===== src/rtl/addsub_seq_ctrl_pkg.sv =====
// Shared definitions for the nibble-serial add/subtract sequencer.
// Nibble width, FSM state encodings and the counter sizing helper.
package addsub_seq_ctrl_pkg;

  localparam int NIB_W = 4;

  // 2'd3 is not a legal state; the controller recovers from it to ST_IDLE.
  typedef enum logic [1:0] {
    ST_IDLE = 2'd0,
    ST_RUN  = 2'd1,
    ST_DONE = 2'd2
  } state_e;

  function automatic int cnt_width(input int nibbles);
    return (nibbles > 1) ? $clog2(nibbles) : 1;
  endfunction

endpackage


===== src/rtl/addsub_seq_ctrl_addsub.sv =====
// 4-bit two's-complement add/subtract slice; purely combinational, zero latency.
// No flow control: the sequencer presents one nibble pass per cycle.
module addsub_seq_ctrl_addsub
  import addsub_seq_ctrl_pkg::*;
(
  input  logic [NIB_W-1:0] a_i,
  input  logic [NIB_W-1:0] b_i,
  input  logic             sub_i,
  input  logic             ci_i,
  output logic [NIB_W-1:0] z_o,
  output logic             co_o,
  output logic             oflow_o
);

  logic [NIB_W-1:0] b_eff;
  logic [NIB_W:0]   sum;

  // Subtract is a + ~b + ci; the caller supplies ci=1 on the first nibble.
  assign b_eff   = b_i ^ {NIB_W{sub_i}};
  assign sum     = {1'b0, a_i} + {1'b0, b_eff} + {{NIB_W{1'b0}}, ci_i};
  assign z_o     = sum[NIB_W-1:0];
  assign co_o    = sum[NIB_W];
  assign oflow_o = (a_i[NIB_W-1] == b_eff[NIB_W-1]) && (z_o[NIB_W-1] != a_i[NIB_W-1]);

endmodule


===== src/rtl/addsub_seq_ctrl.sv =====
// Nibble-serial W-bit add/sub over one shared 4-bit slice; result valid NIBBLES edges after accept.
// Backpressure: holds result in DONE until out_ready; in_ready only in IDLE. Optional ADDSUB_SAT_EN saturates on overflow.
module addsub_seq_ctrl
  import addsub_seq_ctrl_pkg::*;
#(
  parameter  int NIBBLES = 4,
  localparam int W       = NIBBLES * NIB_W
) (
  input  logic         clk,
  input  logic         rst_n,
  input  logic         in_valid,
  output logic         in_ready,
  input  logic         sub,
  input  logic [W-1:0] a,
  input  logic [W-1:0] b,
  output logic         out_valid,
  input  logic         out_ready,
  output logic [W-1:0] z,
  output logic         co,
  output logic         oflow
);

  localparam int            CW   = cnt_width(NIBBLES);
  localparam logic [CW-1:0] LAST = CW'(NIBBLES - 1);

  state_e state_q, state_d;

  logic [NIBBLES-1:0][NIB_W-1:0] a_q, a_d;
  logic [NIBBLES-1:0][NIB_W-1:0] b_q, b_d;
  logic [NIBBLES-1:0][NIB_W-1:0] z_q, z_d;
  logic [CW-1:0]                 cnt_q, cnt_d;
  logic                          sub_q, sub_d;
  logic                          carry_q, carry_d;
  logic                          co_q, co_d;
  logic                          oflow_q, oflow_d;

  logic [NIB_W-1:0] nib_a, nib_b, nib_z;
  logic             nib_co, nib_of;
  logic [W-1:0]     sat_val;

  assign nib_a = a_q[cnt_q];
  assign nib_b = b_q[cnt_q];

  addsub_seq_ctrl_addsub u_addsub (
    .a_i     (nib_a),
    .b_i     (nib_b),
    .sub_i   (sub_q),
    .ci_i    (carry_q),
    .z_o     (nib_z),
    .co_o    (nib_co),
    .oflow_o (nib_of)
  );

  // Overflow direction follows the sign of A, since overflow needs like-signed effective operands.
  assign sat_val = a_q[NIBBLES-1][NIB_W-1] ? {1'b1, {(W-1){1'b0}}} : {1'b0, {(W-1){1'b1}}};

  always_comb begin
    state_d   = state_q;
    a_d       = a_q;
    b_d       = b_q;
    z_d       = z_q;
    cnt_d     = cnt_q;
    sub_d     = sub_q;
    carry_d   = carry_q;
    co_d      = co_q;
    oflow_d   = oflow_q;
    in_ready  = 1'b0;
    out_valid = 1'b0;

    case (state_q)
      ST_IDLE: begin
        in_ready = 1'b1;
        if (in_valid) begin
          a_d     = a;
          b_d     = b;
          sub_d   = sub;
          cnt_d   = '0;
          carry_d = sub;
          state_d = ST_RUN;
        end
      end

      ST_RUN: begin
        z_d[cnt_q] = nib_z;
        carry_d    = nib_co;
        cnt_d      = cnt_q + CW'(1);
        if (cnt_q == LAST) begin
          // Only the top nibble's overflow is the word overflow.
          co_d    = nib_co;
          oflow_d = nib_of;
          cnt_d   = '0;
          state_d = ST_DONE;
`ifdef ADDSUB_SAT_EN
          if (nib_of) begin
            z_d = sat_val;
          end
`endif
        end
      end

      ST_DONE: begin
        out_valid = 1'b1;
        if (out_ready) begin
          state_d = ST_IDLE;
        end
      end

      default: begin
        state_d = ST_IDLE;
      end
    endcase
  end

  always_ff @(posedge clk or negedge rst_n) begin
    if (!rst_n) begin
      state_q <= ST_IDLE;
      a_q     <= '0;
      b_q     <= '0;
      z_q     <= '0;
      cnt_q   <= '0;
      sub_q   <= 1'b0;
      carry_q <= 1'b0;
      co_q    <= 1'b0;
      oflow_q <= 1'b0;
    end else begin
      state_q <= state_d;
      a_q     <= a_d;
      b_q     <= b_d;
      z_q     <= z_d;
      cnt_q   <= cnt_d;
      sub_q   <= sub_d;
      carry_q <= carry_d;
      co_q    <= co_d;
      oflow_q <= oflow_d;
    end
  end

  assign z     = z_q;
  assign co    = co_q;
  assign oflow = oflow_q;

endmodule

===== config.mk =====
export PLATFORM = sky130hd
export DESIGN_NAME = addsub_seq_ctrl
export DESIGN_NICKNAME = d
export VERILOG_FILES = /design/src/rtl/addsub_seq_ctrl_pkg.sv /design/src/rtl/addsub_seq_ctrl_addsub.sv /design/src/rtl/addsub_seq_ctrl.sv
export SDC_FILE = /design/constraint.sdc
export NUM_CORES = 1
export LEC_CHECK = 0
export ABC_CLOCK_PERIOD_IN_PS = 5670
export CAP_MARGIN = 25
export CELL_PAD_IN_SITES_DETAIL_PLACEMENT = 1
export CELL_PAD_IN_SITES_GLOBAL_PLACEMENT = 2
export CORE_ASPECT_RATIO = 0.6
export CORE_MARGIN = 5
export CORE_UTILIZATION = 25
export DETAILED_ROUTE_END_ITERATION = 12
export PLACE_DENSITY_LB_ADDON = 0.1
export SYNTH_ARGS = -nofsm -noshare
export SYNTH_HDL_FRONTEND = slang
export SYNTH_SLANG_ARGS = --single-unit

===== constraint.sdc =====
create_clock -name clk -period 5.67 [get_ports clk]
set_input_delay 1.134 -clock clk [delete_from_list [all_inputs] [get_ports clk]]
set_output_delay 1.134 -clock clk [all_outputs]
set_load 0.05 [all_outputs]

Word-level counts from Yosys, hierarchy flattened
Cells that the tools add are included.
W data, S select, Z words.
Word-level totals
  register bits after elaboration: 56
  logic and storage cells: 58
Cells by class
  add/sub/neg operators: 3
  order comparisons: 2
  equality and inequality tests: 8
  muxes and demuxes: 18
  bitwise gates (word level): 1
  reductions and logical operators: 8
Operator list (count)
  $bmux W4 S2: 2
  $bwmux W16: 1
  $mux W4: 3
  $mux W2: 5
  $demux W4 S2: 1
  $ne A2 B2 Y1 const B: 3
  $pmux W2 S3: 1
  $reduce_and A2 Y1: 3
  $add A4 B4 Y5: 1
  $add A5 B1 Y5: 1
  $eq A2 B2 Y1 const B: 2
  $pmux W2 S2: 1
  $xor A4 B4 Y4: 1
  $lt A2 B3 Y1 const B: 1
  $mux W1: 3
  $reduce_and A3 Y1: 1
  $add A2 B1 Y2 const B: 1
  $eq A2 B1 Y1 const B: 1
  $ge A2 B1 Y1 const B: 1
  $logic_and A1 B1 Y1: 2
  $logic_not A2 Y1: 1
  $pmux W1 S2: 1
  $reduce_bool A2 Y1: 1
  $eq A1 B1 Y1: 1
  $ne A1 B1 Y1: 1

Logic depth before layout (Yosys ltp)
Gate-level depths: netlist of the first run.
  depth in word-level cells: 7
  depth in mapped cells: 9
  depth with buffers taken out: 8

Cells and area by module
A second synthesis of the first run with hierarchy kept.
Second synthesis, totals
  cells, all modules: 172
  area, all modules: 2621.3 µm²
By module, submodules not included
  addsub_seq_ctrl: instances 1, cells each 149, area an instance 2422.3 µm², sequential area each 1401.3 µm²
  addsub_seq_ctrl_addsub: instances 1, cells each 23, area an instance 198.9 µm², sequential area each 0.0 µm²

Worst setup path after synthesis of the first run
Ideal clock, no wire load.
  kind: register to register
  start: register cnt_q[0]
  end: register z_q, in the netlist z[1]
  setup time: 0.125 ns
  data arrival time: 2.466 ns
  setup slack: 3.079 ns
  cell stages (with the launch flop): 8
  path buffers: 1
  cell sequence: dfrtp_1 buf_2 mux4_2 xnor2_1 fa_1 inv_1 fa_1 mux2_2
Between the ends
  word-level cells in the longest chain between the ends: 6
  elaborated cells between the ends (all ways): 13
RTL lines
  start, declared: RTL line addsub_seq_ctrl.sv:31  | logic [CW-1:0] cnt_q, cnt_d;
  start signal, assigned: RTL line addsub_seq_ctrl.sv:130  | cnt_q <= cnt_d;
  $bmux W4 S2: RTL line addsub_seq_ctrl.sv:42  | assign nib_b = b_q[cnt_q];
  $mux W4 (implied by the code): RTL line addsub_seq_ctrl.sv:42
  $xor A4 B4 Y4: RTL line addsub_seq_ctrl_addsub.sv:19  | assign b_eff = b_i ^ {NIB_W{sub_i}};
  $add A4 B4 Y5 *: RTL line addsub_seq_ctrl_addsub.sv:20  | assign sum = {1'b0, a_i} + {1'b0, b_eff} + {{NIB_W{1'b0}}, ci_i};
  $add A5 B1 Y5 *: RTL line addsub_seq_ctrl_addsub.sv:20
  via nib_z[1]: RTL line addsub_seq_ctrl.sv:37  | logic [NIB_W-1:0] nib_a, nib_b, nib_z;
  $bwmux W16 *: RTL line addsub_seq_ctrl.sv:84  | z_d[cnt_q] = nib_z;
  end signal, assigned: RTL line addsub_seq_ctrl.sv:129  | z_q <= z_d;
  end, declared: RTL line addsub_seq_ctrl.sv:30  | logic [NIBBLES-1:0][NIB_W-1:0] z_q, z_d;
Mark *: on every way through the listed nets, which the timed path passes. The rest lies on a longest branch. The select of a mux whose other input is x is not followed.
A chain may end at the register's enable or synchronous reset.

Worst setup path in the final report of the first run
  start: register state_q[0]
  end: output out_valid
Between the ends
  word-level cells in the longest chain between the ends: 2
RTL lines
  start, declared: RTL line addsub_seq_ctrl.sv:26  | state_e state_q, state_d;
  start signal, assigned: RTL line addsub_seq_ctrl.sv:126  | state_q <= state_d;
  $eq A2 B2 Y1: RTL line addsub_seq_ctrl.sv:70  | case (state_q)
  $mux W1: RTL line addsub_seq_ctrl.sv:70
  end, declared: RTL line addsub_seq_ctrl.sv:16  | output logic out_valid,
Every way passes these cells.

==> results.md, run 1 <==
- Period utilization: 52.60%
- Min-Delay Path Depth: 2
- Cts repair resizes: 0
- Pin count of the biggest net entering global routing: 57
- RR Startpoint: cnt_q[0]
- Place WS: 2741 ps
- Most frequent cells in the layout: 110 x nand2_1, 56 x dfrtp_1, 55 x clkdlybuf4s50_1
- Cell Count Post-Placement: 434
- Vias in the first global route: 2089
- Core area: 9915 µm²
- Compound-Gate Fraction of Synth Area: 5.998%
- Worst Slack Setup Final: 2687 ps
- N_diodes: 0
- Setup violations, final: 0
- Hold Vio Cnt, Final: 0
- Pleak: 1.592 nW
- Global-route usage over all layers: 11.56%
- Core Rows: 28
- Unrepaired setup endpoints after global routing: false
- Syn nets: 298
- Initial antenna violation count: 0
- Final Max Tran Viols: 0
- Die area: 12360 µm²
- Critical-path maximum fanout: 9
- Setup TNS: 0 ps
- Post-synthesis sequential area ratio: 55.06%
- Setup CP Type: reg -> out
- Multi-input logic area: 1075 µm²
- Main combinational cell family by area after synthesis: simple AND/OR/NAND/NOR gates
- CTS HTree Levels: 2
- Max incr delay on CP: 800 ps
- Fillers: 1106
- Skew-Pair Late Insertion Delay: 300 ps
- Port Buffers: 56
- Hold EP: a_q[13]
- Syn Area/Cell: 10.10 µm²
- RR Endpoint: z[5]
- Post-Synth Adder-Cell Area: 5.015%
- Hold Slack: 478.2 ps
- Reg2Reg Depth: 6
- Post-CTS Hold Buffers: 0
- Setup Buffers After CTS: 0
- Post-Layout Cell Count: 442
- Commonest non-fill, non-tap cell in the layout: nand2_1
- WP data required: 4540 ps
- Fin nets: 352
- Worst Clk Skew: 9.084 ps
- Clk sink count: 56
- EDFF count, synth: 0
- Post-synthesis simple-gate area fraction: 20.40%
- Initial core utilization: 25.67%
- Clock transition at path regs: 70 ps
- Mean routed wirelength per cell: 14.85 µm
- DPL Wire Length: 4719 µm
- Drc violations: 0
- Top FF cell, synth: dfrtp_1
- Status: finished clean
- Synth area leader: dfrtp_1
- Yosys warnings: 0
- Post-synth top area share: 55.06%
- Max-slew headroom: 46.80%
- Min-delay worst type: reg -> reg
- Final worst path period need: 2983 ps
- Number of synthesized register bits: 56
- Die Wd: 140.3 µm
- Worst Tran Pin Value: 798.1 ps
- I/O pin count: 57
- F_max: 0.3353 GHz
- CP arrival: 1850 ps
- Drt first pass iters: 4
- CTS root buffer: clkbuf_16
- Die H: 88.15 µm
- CP Cell Sequence: nand2b_1, inv_1, clkdlybuf4s50_1
- Area growth, synth to finish: 34.32%
- Top cells by area, synth: dfrtp_1 55%, nand2_1 16%, mux4_2 7.1%, ha_1 3.4%, o21ai_0 2.8%
- Synth async-reset ratio: 100.0%
- CTS tree: built
- GRT overflow: 0
- Via count: 1913
- Power density over the cells: 706.9 nW/µm²
- Reg2reg setup slack: 2770 ps
- Routed WL: 6564 µm
- Share of layout cells above drive strength 1: 8.143%
- Crit path launch type: flop
- Sequential cell area: 1401 µm²
- Cell count after synthesis: 252
- XOR/XNOR Fraction of Synth Area: 1.721%
- Vias per cell: 4.328
- Mapped Area: 2545 µm²
- CP Capture Type: output pin
- HP Start: a_q[13]
- Global-route wire length before repair: 11010 µm
- Unique masters post-synth: 26
- Total clock buffers created by CTS: 5
- Max cap viols: 0
- End-of-flow core utilization: 34.48%
- IR drop worst, VDD: 0.2166 mV
- Antenna-violating nets left: 0
- Multiplexer area fraction after synthesis: 8.850%
- Slowest cell on crit path: clkdlybuf4s50_1
- DRC marker count from the first detailed-route iteration: 95
- Routability cong.: 0.6672
- CTS max path bufs: 2
## worst max-delay path: cells and delay by family, from the launching register on
family        cells  cell delay [ps]
buf+inv           2              860
flops             1              490
simple gates      1              200
## layout make-up
cell class	instances	area share, %
timing repair buffer	58	16.69
sequential	56	41.00
multi-input combinational	177	31.44
clock buffer	5	3.660
clock inverter	3	1.391
inverter	8	0.8785
tap	135	4.941
## cells by family after synthesis
logic type,after synthesis
fa+ha+maj,9
buf+inv,19
mux,12
compound gates,25
flops,56
xor+xnor,5
simple gates,126
## cell usage after synthesis, types with 2 or more instances
master    count
clkbuf_1      8
fa_1          2
buf_2         3
nand2_1     110
o31ai_1       5
xnor2_1       5
mux2_2        4
nand3b_1      4
nand2b_1      2
dfrtp_1      56
ha_1          7
nor2_1        2
nand3_1       3
mux4_2        8
inv_1         8
o21ai_0      14
a21o_1        2
## where the power goes
group | switching, W | leakage, nW | internal (W)
Sequential | 0.000151 | 0.694 | 0.000595
Combinational | 0.000783 | 0.813 | 0.000526
Clock | 0.000150 | 0.0840 | 0.000210
## registers in the layout, summed over array words and instances, names as in the netlist
register and flops:
a_q 16, z 16, co 1, sub_q 1, carry_q 1, cnt_q 2, oflow 1, state_q 2
b_q 16
## per-layer routing
layer | track usage (%) | routed length, µm
met5 | 0 | 0
met4 | 2.902 | 40
met3 | 3.601 | 283
met2 | 16.32 | 2689
met1 | 17.15 | 3550
## metrics by stage
| stage | total power, W | instance area (µm²) |
|---|---|---|
| final | 0.002416 | 3418 |
| after global routing | 0.002643 | 3418 |
| after CTS | 0.002475 | 3418 |
| after detailed placement | 0.002098 | 3246 |
| after global placement | 0.002088 | 3246 |
| after floorplan | 0.001659 | 2545 |
## worst max path at each step
stage / end / from
final: out_valid / state_q[0]
after global routing: z[14] / cnt_q[0]
after CTS: out_valid / state_q[0]
after detailed placement: oflow / cnt_q[0]
after global placement: z[1] / cnt_q[0]
after floorplan: z[1] / cnt_q[0]
Note: power is estimated with default switching activity, not from simulation.
==> run 2: changes to the inputs <==
--- a/config.mk
+++ b/config.mk
@@ -5,7 +5,7 @@
 export SDC_FILE = /design/constraint.sdc
 export NUM_CORES = 1
 export LEC_CHECK = 0
-export ABC_CLOCK_PERIOD_IN_PS = 5670
+export ABC_CLOCK_PERIOD_IN_PS = 2900
 export CAP_MARGIN = 25
 export CELL_PAD_IN_SITES_DETAIL_PLACEMENT = 1
 export CELL_PAD_IN_SITES_GLOBAL_PLACEMENT = 2
==> constraint.sdc (replaced) <==
create_clock -name clk -period 2.9 [get_ports clk]
set_input_delay 0.58 -clock clk [delete_from_list [all_inputs] [get_ports clk]]
set_output_delay 0.58 -clock clk [all_outputs]
set_load 0.05 [all_outputs]
==> results.md, run 2 (synthesis results as in run 1) <==
- Status: finished clean (unchanged)
- CTS HTree Levels: 2 (unchanged)
- Share of layout cells above drive strength 1: 8.387% (was 8.143%)
- Area growth, synth to finish: 34.17% (was 34.32%)
- Core area: 9915 µm² (unchanged)
- Final Max Tran Viols: 0 (unchanged)
- Critical-path maximum fanout: 5 (was 9)
- Crit path launch type: flop (unchanged)
- Drt first pass iters: 4 (unchanged)
- Cell Count Post-Placement: 437 (was 434)
- CTS tree: built (unchanged)
- Max incr delay on CP: 510 ps (was 800 ps)
- Setup Buffers After CTS: 0 (unchanged)
- P_int: 0.002571 W (was 0.001331 W)
- Initial antenna violation count: 0 (unchanged)
- GRT overflow: 0 (unchanged)
- Top delay family on crit path: adder cells (was buffers and inverters)
- Clk sink count: 56 (unchanged)
- Fillers: 1116 (was 1106)
- IR drop worst, VDD: 0.4241 mV (was 0.2166 mV)
- Min-delay worst type: in -> async (was reg -> reg)
- Slowest cell on crit path: dfrtp_1 (was clkdlybuf4s50_1)
- Total clock buffers created by CTS: 5 (unchanged)
- Most frequent cells in the layout: 110 x nand2_1, 56 x dfrtp_1, 55 x clkdlybuf4s50_1 (unchanged)
- N_diodes: 0 (unchanged)
- NetSw: 0.002151 W (was 0.001085 W)
- Place WS: 199.3 ps (was 2741 ps)
- Routability cong.: 0.7269 (was 0.6672)
- Via count: 1925 (was 1913)
- Drc violations: 0 (unchanged)
- Global-route wire length before repair: 11180 µm (was 11010 µm)
- Die H: 88.15 µm (unchanged)
- Fin nets: 355 (was 352)
- Post-Layout Cell Count: 445 (was 442)
- Die Wd: 140.3 µm (unchanged)
- Power density over the cells: 1383 nW/µm² (was 706.9 nW/µm²)
- Unrepaired setup endpoints after global routing: false (unchanged)
- Clock transition at path regs: 70 ps (about the same)
- F_max: 0.3779 GHz
- CTS root buffer: clkbuf_16 (unchanged)
- Port Buffers: 56 (unchanged)
- Initial core utilization: 25.67% (unchanged)
- Final worst path period need: 2646 ps
- Setup violations, final: 0 (unchanged)
- CP arrival: 2800 ps (was 1850 ps)
- CP Cell Sequence: buf_4, mux4_2, inv_1, fa_1, inv_1, fa_1, a21o_1, a21oi_1, o21ai_0 (was nand2b_1, inv_1, clkdlybuf4s50_1)
- Vias in the first global route: 2070 (was 2089)
- Core Rows: 28 (unchanged)
- WP data required: 3060 ps (was 4540 ps)
- Hold Vio Cnt, Final: 0 (unchanged)
- Setup CP Type: reg -> reg (was reg -> out)
- Logic pwr share: 56.2% (was 54.2%)
- Pin count of the biggest net entering global routing: 57 (unchanged)
- Routed WL: 6743 µm (was 6564 µm)
- Share of power burned in registers: 30.5% (was 30.9%)
- Commonest non-fill, non-tap cell in the layout: nand2_1 (unchanged)
- Switching Share: 45.56% (was 44.90%)
- Vias per cell: 4.326 (was 4.328)
- CTS max path bufs: 2 (unchanged)
- Cts repair resizes: 0 (unchanged)
- DRC marker count from the first detailed-route iteration: 110 (was 95)
- I/O pin count: 57 (unchanged)
- CP Capture Type: flop (was output pin)
- Post-CTS Hold Buffers: 0 (unchanged)
- Max-slew headroom: 46.28% (was 46.80%)
- Max cap viols: 0 (unchanged)
- Skew-Pair Late Insertion Delay: 290 ps (was 300 ps)
- Mean routed wirelength per cell: 15.15 µm (was 14.85 µm)
- Antenna-violating nets left: 0 (unchanged)
- Power share of the clock group: 13.2% (was 14.9%)
- Pleak: 1.594 nW (was 1.592 nW)
- Worst Clk Skew: 4.832 ps (was 9.084 ps)
- Setup TNS: 0 ps (unchanged)
- Global-route usage over all layers: 11.58% (was 11.56%)
- Buf+Inv Stages, Crit Path: 3 (was 2)
- Worst Slack Setup Final: 253.8 ps (was 2687 ps)
- Die area: 12360 µm² (unchanged)
- Period utilization: 91.25%
- DPL Wire Length: 4967 µm (was 4719 µm)
- Worst Tran Pin Value: 805.8 ps (was 798.1 ps)
## run 2: power by group through the flow
stage / combinational, W / clock (W) / sequential, W
floorplan: 0.00151 / 0 / 0.00173
global placement: 0.00266 / 0 / 0.00146
detailed placement: 0.00270 / 0 / 0.00146
CTS: 0.00271 / 0.000648 / 0.00145
global route: 0.00293 / 0.000677 / 0.00149
finish: 0.00266 / 0.000626 / 0.00144
## run 2: layer usage
layer	GRT usage, %	up-vias	share of wire (%)
met5	0	-	0
met4	2.902	0	1.0
met3	3.601	7	4.7
met2	15.97	36	41
met1	17.50	946	54
li1	-	936	-
## run 2: final cells by class
class	count	area (µm²)	area share, %
multi-input combinational	177	1075	31.48
inverter	8	30.03	0.8794
sequential	56	1401	41.04
clock buffer	8	146.4	4.287
tap	135	168.9	4.947
timing repair buffer	61	593.1	17.37
## run 2: final timing paths
| path | cells after the start | slack, ps | to | from |
|---|---|---|---|---|
| hold / removal | 2 | 420 | a_q[15] | rst_n |
| setup reg to reg | 9 | 250 | co | cnt_q[0] |
| max in group asynchronous | 2 | 1970 | z[4] | rst_n |
| setup / recovery | 9 | 250 | co | cnt_q[0] |
| min in group clk | 2 | 480 | a_q[1] | a_q[1] |
| hold reg to reg | 2 | 480 | a_q[1] | a_q[1] |
## run 2: per-stage QoR
| stage | hold WS (ps) | utilization [%] | power (W) | cell area [µm²] |
|---|---|---|---|---|
| 4_1_cts | 462.4 | 34.44 | 0.004809 | 3415 |
| 2_1_floorplan | 284.4 | - | 0.003244 | 2545 |
| 3_3_place_gp | 456.8 | 32.96 | 0.004125 | 3268 |
| 6_report | 424.0 | 34.44 | 0.004722 | 3415 |
| 3_5_place_dp | 469.9 | 32.96 | 0.004160 | 3268 |
| 5_1_grt | 504.8 | 34.44 | 0.005104 | 3415 |
